**src/rtl/uart_tx_arb.sv**
```systemverilog
// Packet-locking round-robin arbiter in front of the UART transmitter byte port.
// A granted requester keeps the transmitter until its last-marked byte has been sent.
module uart_tx_arb #(
    parameter int NREQ      = 2,
    parameter int BUSY_WAIT = 4
) (
    input  logic                 clk,
    input  logic                 rst,
    input  logic [NREQ-1:0]      req_valid,
    input  logic [8*NREQ-1:0]    req_data,
    input  logic [NREQ-1:0]      req_last,
    output logic [NREQ-1:0]      req_ready,
    output logic [NREQ-1:0]      grant,
    output logic [7:0]           tx_data,
    output logic                 new_tx_data,
    input  logic                 tx_busy,
    output logic                 tx_timeout,
    output logic                 arb_busy
);

    localparam int IDX_W = (NREQ > 1) ? $clog2(NREQ) : 1;
    localparam int SW    = IDX_W + 1;
    localparam int CNT_W = 4;

    typedef enum logic [1:0] {
        IDLE      = 2'd0,
        WAIT_BUSY = 2'd1,
        WAIT_DONE = 2'd2,
        HOLD      = 2'd3
    } state_t;

    state_t             state_q, state_d;
    logic [IDX_W-1:0]   owner_q, owner_d;
    logic [IDX_W-1:0]   rr_ptr_q, rr_ptr_d;
    logic [CNT_W-1:0]   cnt_q, cnt_d;
    logic               last_flag_q, last_flag_d;
    logic [NREQ-1:0]    grant_q, grant_d;
    logic [NREQ-1:0]    req_ready_q, req_ready_d;
    logic [7:0]         tx_data_q, tx_data_d;
    logic               new_tx_data_q, new_tx_data_d;
    logic               tx_timeout_q, tx_timeout_d;
    logic               arb_busy_q, arb_busy_d;

    logic               load_en;
    logic               release_en;
    logic [IDX_W-1:0]   load_idx;
    logic [IDX_W:0]     pick;

    // Returns {found, index} of the first valid requester at or after start, wrapping.
    function automatic logic [IDX_W:0] pick_first(input logic [NREQ-1:0]  valid,
                                                  input logic [IDX_W-1:0] start);
        logic [IDX_W:0]   res;
        logic [SW-1:0]    sum;
        logic [IDX_W-1:0] idx;
        res = '0;
        for (int k = 0; k < NREQ; k++) begin
            sum = {1'b0, start} + SW'(k);
            if (sum >= SW'(NREQ)) begin
                sum = sum - SW'(NREQ);
            end
            idx = sum[IDX_W-1:0];
            if (!res[IDX_W] && valid[idx]) begin
                res = {1'b1, idx};
            end
        end
        return res;
    endfunction

    function automatic logic [IDX_W-1:0] next_ptr(input logic [IDX_W-1:0] idx);
        if (idx == IDX_W'(NREQ - 1)) begin
            return '0;
        end
        return idx + 1'b1;
    endfunction

    always_comb begin
        state_d       = state_q;
        owner_d       = owner_q;
        rr_ptr_d      = rr_ptr_q;
        cnt_d         = cnt_q;
        last_flag_d   = last_flag_q;
        grant_d       = grant_q;
        tx_data_d     = tx_data_q;
        req_ready_d   = '0;
        new_tx_data_d = 1'b0;
        tx_timeout_d  = 1'b0;
        load_en       = 1'b0;
        release_en    = 1'b0;
        load_idx      = owner_q;
        pick          = pick_first(req_valid, rr_ptr_q);

        case (state_q)
            IDLE: begin
                if (!tx_busy && pick[IDX_W]) begin
                    load_en  = 1'b1;
                    load_idx = pick[IDX_W-1:0];
                end
            end
            WAIT_BUSY: begin
                if (tx_busy) begin
                    state_d = WAIT_DONE;
                end else if (cnt_q == CNT_W'(BUSY_WAIT)) begin
                    // The transmitter never acknowledged; move on as if the byte went out.
                    tx_timeout_d = 1'b1;
                    release_en   = 1'b1;
                end else begin
                    cnt_d = cnt_q + 1'b1;
                end
            end
            WAIT_DONE: begin
                if (!tx_busy) begin
                    release_en = 1'b1;
                end
            end
            HOLD: begin
                if (req_valid[owner_q]) begin
                    load_en = 1'b1;
                end
            end
            default: state_d = IDLE;
        endcase

        if (release_en) begin
            if (last_flag_q) begin
                grant_d  = '0;
                rr_ptr_d = next_ptr(owner_q);
                state_d  = IDLE;
            end else begin
                state_d  = HOLD;
            end
        end

        if (load_en) begin
            owner_d              = load_idx;
            grant_d              = '0;
            grant_d[load_idx]    = 1'b1;
            req_ready_d[load_idx] = 1'b1;
            tx_data_d            = req_data[8*load_idx +: 8];
            last_flag_d          = req_last[load_idx];
            new_tx_data_d        = 1'b1;
            cnt_d                = '0;
            state_d              = WAIT_BUSY;
        end

        arb_busy_d = (state_d != IDLE);
    end

    always_ff @(posedge clk or negedge rst) begin
        if (!rst) begin
            state_q       <= IDLE;
            owner_q       <= '0;
            rr_ptr_q      <= '0;
            cnt_q         <= '0;
            last_flag_q   <= 1'b0;
            grant_q       <= '0;
            req_ready_q   <= '0;
            tx_data_q     <= 8'h00;
            new_tx_data_q <= 1'b0;
            tx_timeout_q  <= 1'b0;
            arb_busy_q    <= 1'b0;
        end else begin
            state_q       <= state_d;
            owner_q       <= owner_d;
            rr_ptr_q      <= rr_ptr_d;
            cnt_q         <= cnt_d;
            last_flag_q   <= last_flag_d;
            grant_q       <= grant_d;
            req_ready_q   <= req_ready_d;
            tx_data_q     <= tx_data_d;
            new_tx_data_q <= new_tx_data_d;
            tx_timeout_q  <= tx_timeout_d;
            arb_busy_q    <= arb_busy_d;
        end
    end

    assign grant       = grant_q;
    assign req_ready   = req_ready_q;
    assign tx_data     = tx_data_q;
    assign new_tx_data = new_tx_data_q;
    assign tx_timeout  = tx_timeout_q;
    assign arb_busy    = arb_busy_q;

endmodule

```
**config.mk**
```make
export PLATFORM = sky130hd
export DESIGN_NAME = uart_tx_arb
export DESIGN_NICKNAME = d
export VERILOG_FILES = /design/src/rtl/uart_tx_arb.sv
export SDC_FILE = /design/constraint.sdc
export NUM_CORES = 1
export LEC_CHECK = 0
export BUFFER_PORTS_ARGS = -buffer_cell sky130_fd_sc_hd__buf_2
export CAP_MARGIN = 25
export CORE_UTILIZATION = 25
export CTS_CLUSTER_SIZE = 28
export DETAILED_ROUTE_END_ITERATION = 7
export HOLD_SLACK_MARGIN = 0.02
export MAX_ROUTING_LAYER = met4
export SYNTH_ARGS = -nofsm -noshare
export SYNTH_HDL_FRONTEND = slang
export SYNTH_SLANG_ARGS = --single-unit
```
**constraint.sdc**
```tcl
create_clock -name clk -period 3.3 [get_ports clk]
set_input_delay 0.66 -clock clk [delete_from_list [all_inputs] [get_ports clk]]
set_output_delay 0.66 -clock clk [all_outputs]
set_load 0.05 [all_outputs]
```
==> flow_metrics.py, run 1 <==
metrics = {
    "finish": {
        "fin_nets": 185,
        "layout-drive-gt1-share_pct": 44.5,
        "syn_to_final_growth_pct": 24.2,
        "postLayoutCellArea_sq_um": 1690,
        "antenna_cells": 0,
        "nFillCells": 513,
    },
    "global_routing": {
        "grt_pass1_vias": 863,
        "antenna_found_initial": 0,
        "grt_overflow": 0,
        "grt_max_degree": 25,
        "gr-usage-all-layers_pct": 9.09,
        "grt_pass1_wl_microns": 3820,
    },
    "synth": {
        "synth_nets": 145,
        "synth_top_family_by_area": "multiplexers",
        "synth_sequential_area_ratio_pct": 44.1,
        "async_flop_share_pct": 100,
        "synthSimpleGateAreaFrac_pct": 13.6,
        "synthAdderAreaFrac_pct": 5.51,
        "synth-compound-area-share_pct": 11.0,
        "synthCells": 116,
        "synthesis.area_sq_um": 1360,
        "syn_area_per_cell_sq_um": 11.7,
        "synth_ff_type": "dfrtp_1",
        "muxShareOfSynthArea_pct": 19.7,
        "synth-seq-cells": 24,
        "ys_warn_count": 0,
        "synth_edf_count": 0,
        "synth-xor-area-share_pct": 1.93,
        "synth_cell_types": 37,
    },
    "power_and_ir_drop": {
        "peakVddDrop_uv": 378,
        "powerDensity_nw_per_um2": 1040,
        "p_leak_nw": 0.851,
    },
    "clocking": {
        "hold_buffers": 0,
        "worst_skew_pair.late_latency_ns": 0.27,
        "cts_post_setup_buffers_inserted": 0,
        "cts-root-buf": "clkbuf_8",
        "htree_levels": 1,
        "cts_buffer_depth": 2,
        "ctsResizeCount": 0,
        "cts_inserted_buffers": 3,
        "cts.clk_slew.worst_paths_ns": 0.08,
        "cts_tree": "yes",
        "cts_sinks": 24,
    },
    "critical_path": {
        "cpMostUsedCell": "mux2_4",
        "arrival_ns": 2.12,
        "cp_cell_sequence": "inv_1, ha_1, nand2b_4, o32a_4, mux2_4, mux2_4",
        "end_kind": "flip-flop",
        "max_stage_delay_ns": 0.46,
        "cpMaxStageDelayCell": "o32a_4",
        "critPathMaxFanout": 13,
        "criticalPathCategory": "reg2reg",
        "cp-start-kind": "flip-flop",
        "cp.required_ns": 3.46,
    },
    "worst_hold_path": {
        "hold_class": "in2async",
    },
    "timing": {
        "fin_setup_tns_ns": 0,
        "fin_crit_sh_pct": 59.5,
        "max_freq_ghz": 0.509,
        "report.final.slew_viol_count": 0,
        "setup_viol": 0,
        "period_needed_ns": 1.96,
        "worst_pin_slew_ns": 0.545,
        "max-slew-margin-rel_pct": 63.7,
        "rsz0062_at_grt": "false",
        "hold_viol": 0,
        "clock_skew_ns": 0.00191,
    },
    "floorplan": {
        "initial_core_util_pct": 26.3,
        "num_rows": 26,
        "design.die.area_sq_um": 5750,
        "core_area_sq_um": 5170,
        "die_h_microns": 75.8,
        "die-width_microns": 75.8,
        "pin_count": 38,
    },
    "detailed_routing": {
        "drc_errors": 0,
        "routed_via_density": 4.20,
        "postRouteAntennaNets": 0,
        "route.vias.total": 944,
        "drt_iter0_drc": 40,
        "post_drt_wl_per_cell_microns": 11.3,
        "routed_wl_microns": 2540,
        "dr.pass1.iters": 6,
    },
    "place": {
        "placed_cell_area_sq_um": 1620,
        "gp_congestion": 0.766,
        "dpl.hpwl_microns": 1860,
        "io_buffers": 37,
    },
    "status": {
        "outcome": "finished clean",
    },
    "flow_run": {
        "max_cap_violations": 0,
    },
}
worst max-delay path: cells and delay by family, from the launching register on:
family | cells | cell delay [ns]
mux | 2 | 0.59
flops | 1 | 0.42
fa+ha+maj | 1 | 0.21
compound gates | 1 | 0.46
buf+inv | 1 | 0.09
simple gates | 1 | 0.08
per-layer routing:
metal / up-vias / wire [microns] / global-route usage [%]
met5: - / 0 / -
met4: 0 / 47 / 3.50
met3: 6 / 90 / 2.12
met2: 20 / 1180 / 13.5
met1: 435 / 1220 / 12.0
li1: 483 / - / -
synth_stat cells (2+ instances only):
master | n | area (sq um)
a21oi_1 | 8 | 40.0
dfrtp_1 | 24 | 601
ha_1 | 6 | 75.1
inv_1 | 9 | 33.8
mux2_2 | 7 | 78.8
mux2_4 | 12 | 180
nand2_1 | 5 | 18.8
nand3_1 | 4 | 20.0
nor2_1 | 8 | 30.0
nor2b_1 | 4 | 25.0
o22ai_1 | 2 | 12.5
xor2_1 | 2 | 17.5
per-stage QoR:
step	hold slack [ns]	instances	setup slack [ns]	utilization (%)	total power, mW
after floorplan	0.364	116	1.32	-	1.32
after global placement	0.493	221	1.19	31.3	1.51
after detailed placement	0.495	221	1.16	31.3	1.51
after CTS	0.380	225	1.31	32.7	1.78
after global routing	0.400	225	1.21	32.7	1.89
final	0.364	225	1.34	32.7	1.76
cell type report:
cell class | count | area [sq um] | area share (%)
repair buffers | 38 | 193 | 11.4
flip-flops and latches | 24 | 601 | 35.5
multi-input cells | 80 | 706 | 41.7
well taps | 70 | 87.6 | 5.18
clock inverters | 1 | 30.0 | 1.78
inverters | 9 | 33.8 | 2.00
clock buffers | 3 | 41.3 | 2.44
report_power, final:
group	total (mW)	switching, mW	internal [mW]
clock	0.258	0.0954	0.162
sequential	0.498	0.0783	0.419
combinational	1.01	0.619	0.390
placed cells by master (no fill, tap or decap), types with 2 or more instances in the layout:
cell type and n:
nor2b_1 4, a21oi_1 8, mux2_2 7, clkbuf_8 3, dfrtp_1 24, o22ai_1 2, nand2_1 5, xor2_1 2
nand3_1 4, inv_1 9, buf_2 37, ha_1 6, nor2_1 8, mux2_4 12
cells by family after synthesis:
family	after synthesis
adders and majority gates	6
DFF	24
xor gates and xnor gates	3
AOI/OAI and AO/OA	20
and+or+nand+nor	31
muxes	20
buffers and inverters	12
flip-flops by register name (all words and copies together), names as in the netlist:
name / flops
rr_ptr_q: 1
cnt_q: 4
state_q: 2
arb_busy: 1
req_ready: 2
last_flag_q: 1
tx_data: 8
new_tx_data: 1
tx_timeout: 1
grant: 2
owner_q: 1
path summary, 6_finish.rpt:
kind                       cells after the start  slack (ns)       start          to
setup / recovery                               6        1.34  state_q[0]  tx_data[4]
hold / removal                                 1        0.36         rst  tx_data[5]
setup reg to reg                               6        1.34  state_q[0]  tx_data[4]
hold reg to reg                                1        0.51  tx_data[7]  tx_data[7]
max in group asynchronous                      1        2.58         rst    cnt_q[3]
min in group clk                               1        0.51  tx_data[7]  tx_data[7]
Power figures use the tool's default switching activity.
==> inputs of run 2 (changes only) <==
--- a/config.mk
+++ b/config.mk
@@ -5,6 +5,7 @@
 export SDC_FILE = /design/constraint.sdc
 export NUM_CORES = 1
 export LEC_CHECK = 0
+export ABC_AREA = 1
 export BUFFER_PORTS_ARGS = -buffer_cell sky130_fd_sc_hd__buf_2
 export CAP_MARGIN = 25
 export CORE_UTILIZATION = 25
==> constraint.sdc (replaced) <==
create_clock -name clk -period 1.69 [get_ports clk]
set_input_delay 0.338 -clock clk [delete_from_list [all_inputs] [get_ports clk]]
set_output_delay 0.338 -clock clk [all_outputs]
set_load 0.05 [all_outputs]
==> run 2 against run 1 <==
Cell count rose by 20%; worst setup slack got worse by 1.2 ns; maximum frequency rose by 28%; combinational power rose by 76%; die area fell by 2.2%; first-iteration DRC count fell by 35%; wire length rose by 9.2%; sequential share of layout area rose by 1.5 points; synthesized cell count rose by 41%; clock skew rose by 0.00098 ns; critical endpoint is now owner_q; largest power group unchanged.
==> flow_metrics.py, run 2 <==
metrics = {
    "global_routing": {
        "gr-usage-all-layers_pct": 11.7,
        "grt_pass1_vias": 1035,
        "grt_max_degree": 25,
        "grt_pass1_wl_microns": 4750,
        "grt_overflow": 0,
        "antenna_found_initial": 0,
    },
    "clocking": {
        "htree_levels": 1,
        "cts_tree": "yes",
        "cts-root-buf": "clkbuf_8",
        "cts_post_setup_buffers_inserted": 0,
        "worst_skew_pair.late_latency_ns": 0.26,
        "cts_buffer_depth": 2,
        "cts.clk_slew.worst_paths_ns": 0.08,
        "cts_inserted_buffers": 3,
        "cts_sinks": 24,
    },
    "critical_path": {
        "r2r-start": "state_q[0]",
        "critPathLaunch": "state_q[0]",
        "critPathMaxFanout": 15,
        "arrival_ns": 1.73,
        "cp.required_ns": 1.88,
        "end_kind": "flip-flop",
        "cp-start-kind": "flip-flop",
        "criticalPathCategory": "reg2reg",
    },
    "synth": {
        "synth-seq-cells": 24,
        "syn_area_per_cell_sq_um": 8.18,
        "synth_area_leaders": "dfrtp_1 (45%), nand2_1 (17%), nand3_1 (6.4%), inv_1 (5.9%), ha_1 (5.6%)",
        "yosysTopAreaCellShare_pct": 45.1,
        "async_flop_share_pct": 100,
        "synth.most_common_cell": "nand2_1",
        "yosysTopAreaCell": "dfrtp_1",
        "synthesis.area_sq_um": 1330,
        "synth_nets": 192,
        "synthCells": 163,
        "synth_cell_types": 21,
        "synth_ff_type": "dfrtp_1",
        "synth_sequential_area_ratio_pct": 45.1,
        "synthTopCellsByCount": "nand2_1 (62), dfrtp_1 (24), inv_1 (21)",
        "ys_warn_count": 0,
        "synth_edf_count": 0,
    },
    "flow_run": {
        "max_cap_violations": 0,
    },
    "floorplan": {
        "design.die.area_sq_um": 5630,
        "num_rows": 26,
        "die_h_microns": 75.0,
        "pin_count": 38,
        "die-width_microns": 75.0,
        "core_area_sq_um": 5110,
        "initial_core_util_pct": 26.1,
    },
    "detailed_routing": {
        "routed_via_density": 3.99,
        "drc_errors": 0,
        "route.vias.total": 1080,
        "routed_wl_microns": 2770,
        "dr.pass1.iters": 4,
        "post_drt_wl_per_cell_microns": 10.2,
        "postRouteAntennaNets": 0,
        "drt_iter0_drc": 26,
    },
    "finish": {
        "antenna_cells": 0,
        "final_common_cell": "nand2_1",
        "nFillCells": 567,
        "final_cells": 271,
        "largest_register_ffs": 8,
        "syn_to_final_growth_pct": 21.8,
        "fin_nets": 232,
        "layout-drive-gt1-share_pct": 28.9,
        "postLayoutCellArea_sq_um": 1620,
        "most-common-layout-cells": "nand2_1 (62), buf_2 (37), dfrtp_1 (24)",
    },
    "power_and_ir_drop": {
        "total_power_mw": 3.08,
        "p_leak_nw": 0.940,
        "powerDensity_nw_per_um2": 1900,
        "peakVddDrop_uv": 785,
    },
    "place": {
        "dpl.hpwl_microns": 2090,
        "io_buffers": 37,
        "dpl.cell_count": 268,
        "dp_slack_ns": 0.0787,
        "gp_congestion": 0.719,
        "placed_cell_area_sq_um": 1570,
    },
    "timing": {
        "clock_skew_ns": 0.00289,
        "worst_slack_ns": 0.151,
        "worst_pin_slew_ns": 0.559,
        "hold_viol": 0,
        "rsz0062_at_grt": "false",
        "fin_crit_sh_pct": 91.1,
        "fin_setup_tns_ns": 0,
        "max_freq_ghz": 0.650,
        "period_needed_ns": 1.54,
        "setup_viol": 0,
        "max-slew-margin-rel_pct": 62.8,
        "report.final.slew_viol_count": 0,
    },
    "worst_hold_path": {
        "hold_class": "in2async",
    },
    "status": {
        "outcome": "finished clean",
    },
}
## run 2: area by class of cell
cell class / instances / area [sq um] / area share (%)
Timing Repair Buffer: 38 / 193 / 11.9
Tap cell: 70 / 87.6 / 5.40
Inverter: 22 / 90.1 / 5.55
Clock buffer: 3 / 41.3 / 2.54
Sequential cell: 24 / 601 / 37.0
Multi-Input combinational cell: 114 / 611 / 37.6
## run 2: metrics by stage
| step | utilization [%] | hold slack (ns) |
|---|---|---|
| 5_1_grt | 31.8 | 0.0963 |
| 4_1_cts | 31.6 | 0.0737 |
| 6_report | 31.8 | 0.0575 |
| 3_5_place_dp | 30.7 | 0.370 |
| 2_1_floorplan | - | 0.0424 |
| 3_3_place_gp | 30.7 | 0.373 |
## run 2: where the power goes
| group | switching (mW) | internal [mW] | leakage [nW] |
|---|---|---|---|
| Sequential | 0.146 | 0.815 | 0.306 |
| Combinational | 1.28 | 0.501 | 0.613 |
| Clock | 0.175 | 0.159 | 0.0216 |
## run 2: what timing repair did
| action | CTS | global route |
|---|---|---|
| hold buffers | 0 | 0 |
| endpoints found under the setup margin | 0 | 5 |
| resized for setup | 0 | 2 |
## run 2: final timing paths
kind | to | slack, ns | depth (start not counted)
setup / recovery | owner_q | 0.15 | 10
hold / removal | state_q[1] | 0.06 | 1
setup reg to reg | owner_q | 0.15 | 10
hold reg to reg | tx_data[7] | 0.48 | 2
max in group asynchronous | state_q[0] | 1.26 | 1
min in group clk | tx_data[2] | 0.35 | 5
## run 2: critical path, cell delays in order (launching register included)
cell     delay (ns)
dfrtp_1        0.41
inv_1          0.11
ha_1           0.16
inv_1          0.06
nor2_4         0.13
nand2_4        0.07
nand2_2        0.11
nand2_8        0.11
inv_8          0.13
nand2_1        0.09
o21ai_1        0.09
## run 2: logic make-up (layout without fill, tap and decap cells)
group,Yosys count,count (layout),share of synthesized area (%)
and+or+nand+nor,100,100,36.2
buffers and inverters,25,63,9.77
DFF,24,24,45.1
AOI/OAI and AO/OA,8,8,3.29
adders and majority gates,6,6,5.63
## run 2: per-layer routing
layer	up-vias	wire length [microns]	part of all wire (%)	global-route usage, %
met5	-	0	0	-
met4	0	14	0.50	3.14
met3	2	164	5.9	3.08
met2	32	1290	46	18.4
met1	470	1310	47	15.0
li1	576	-	-	-
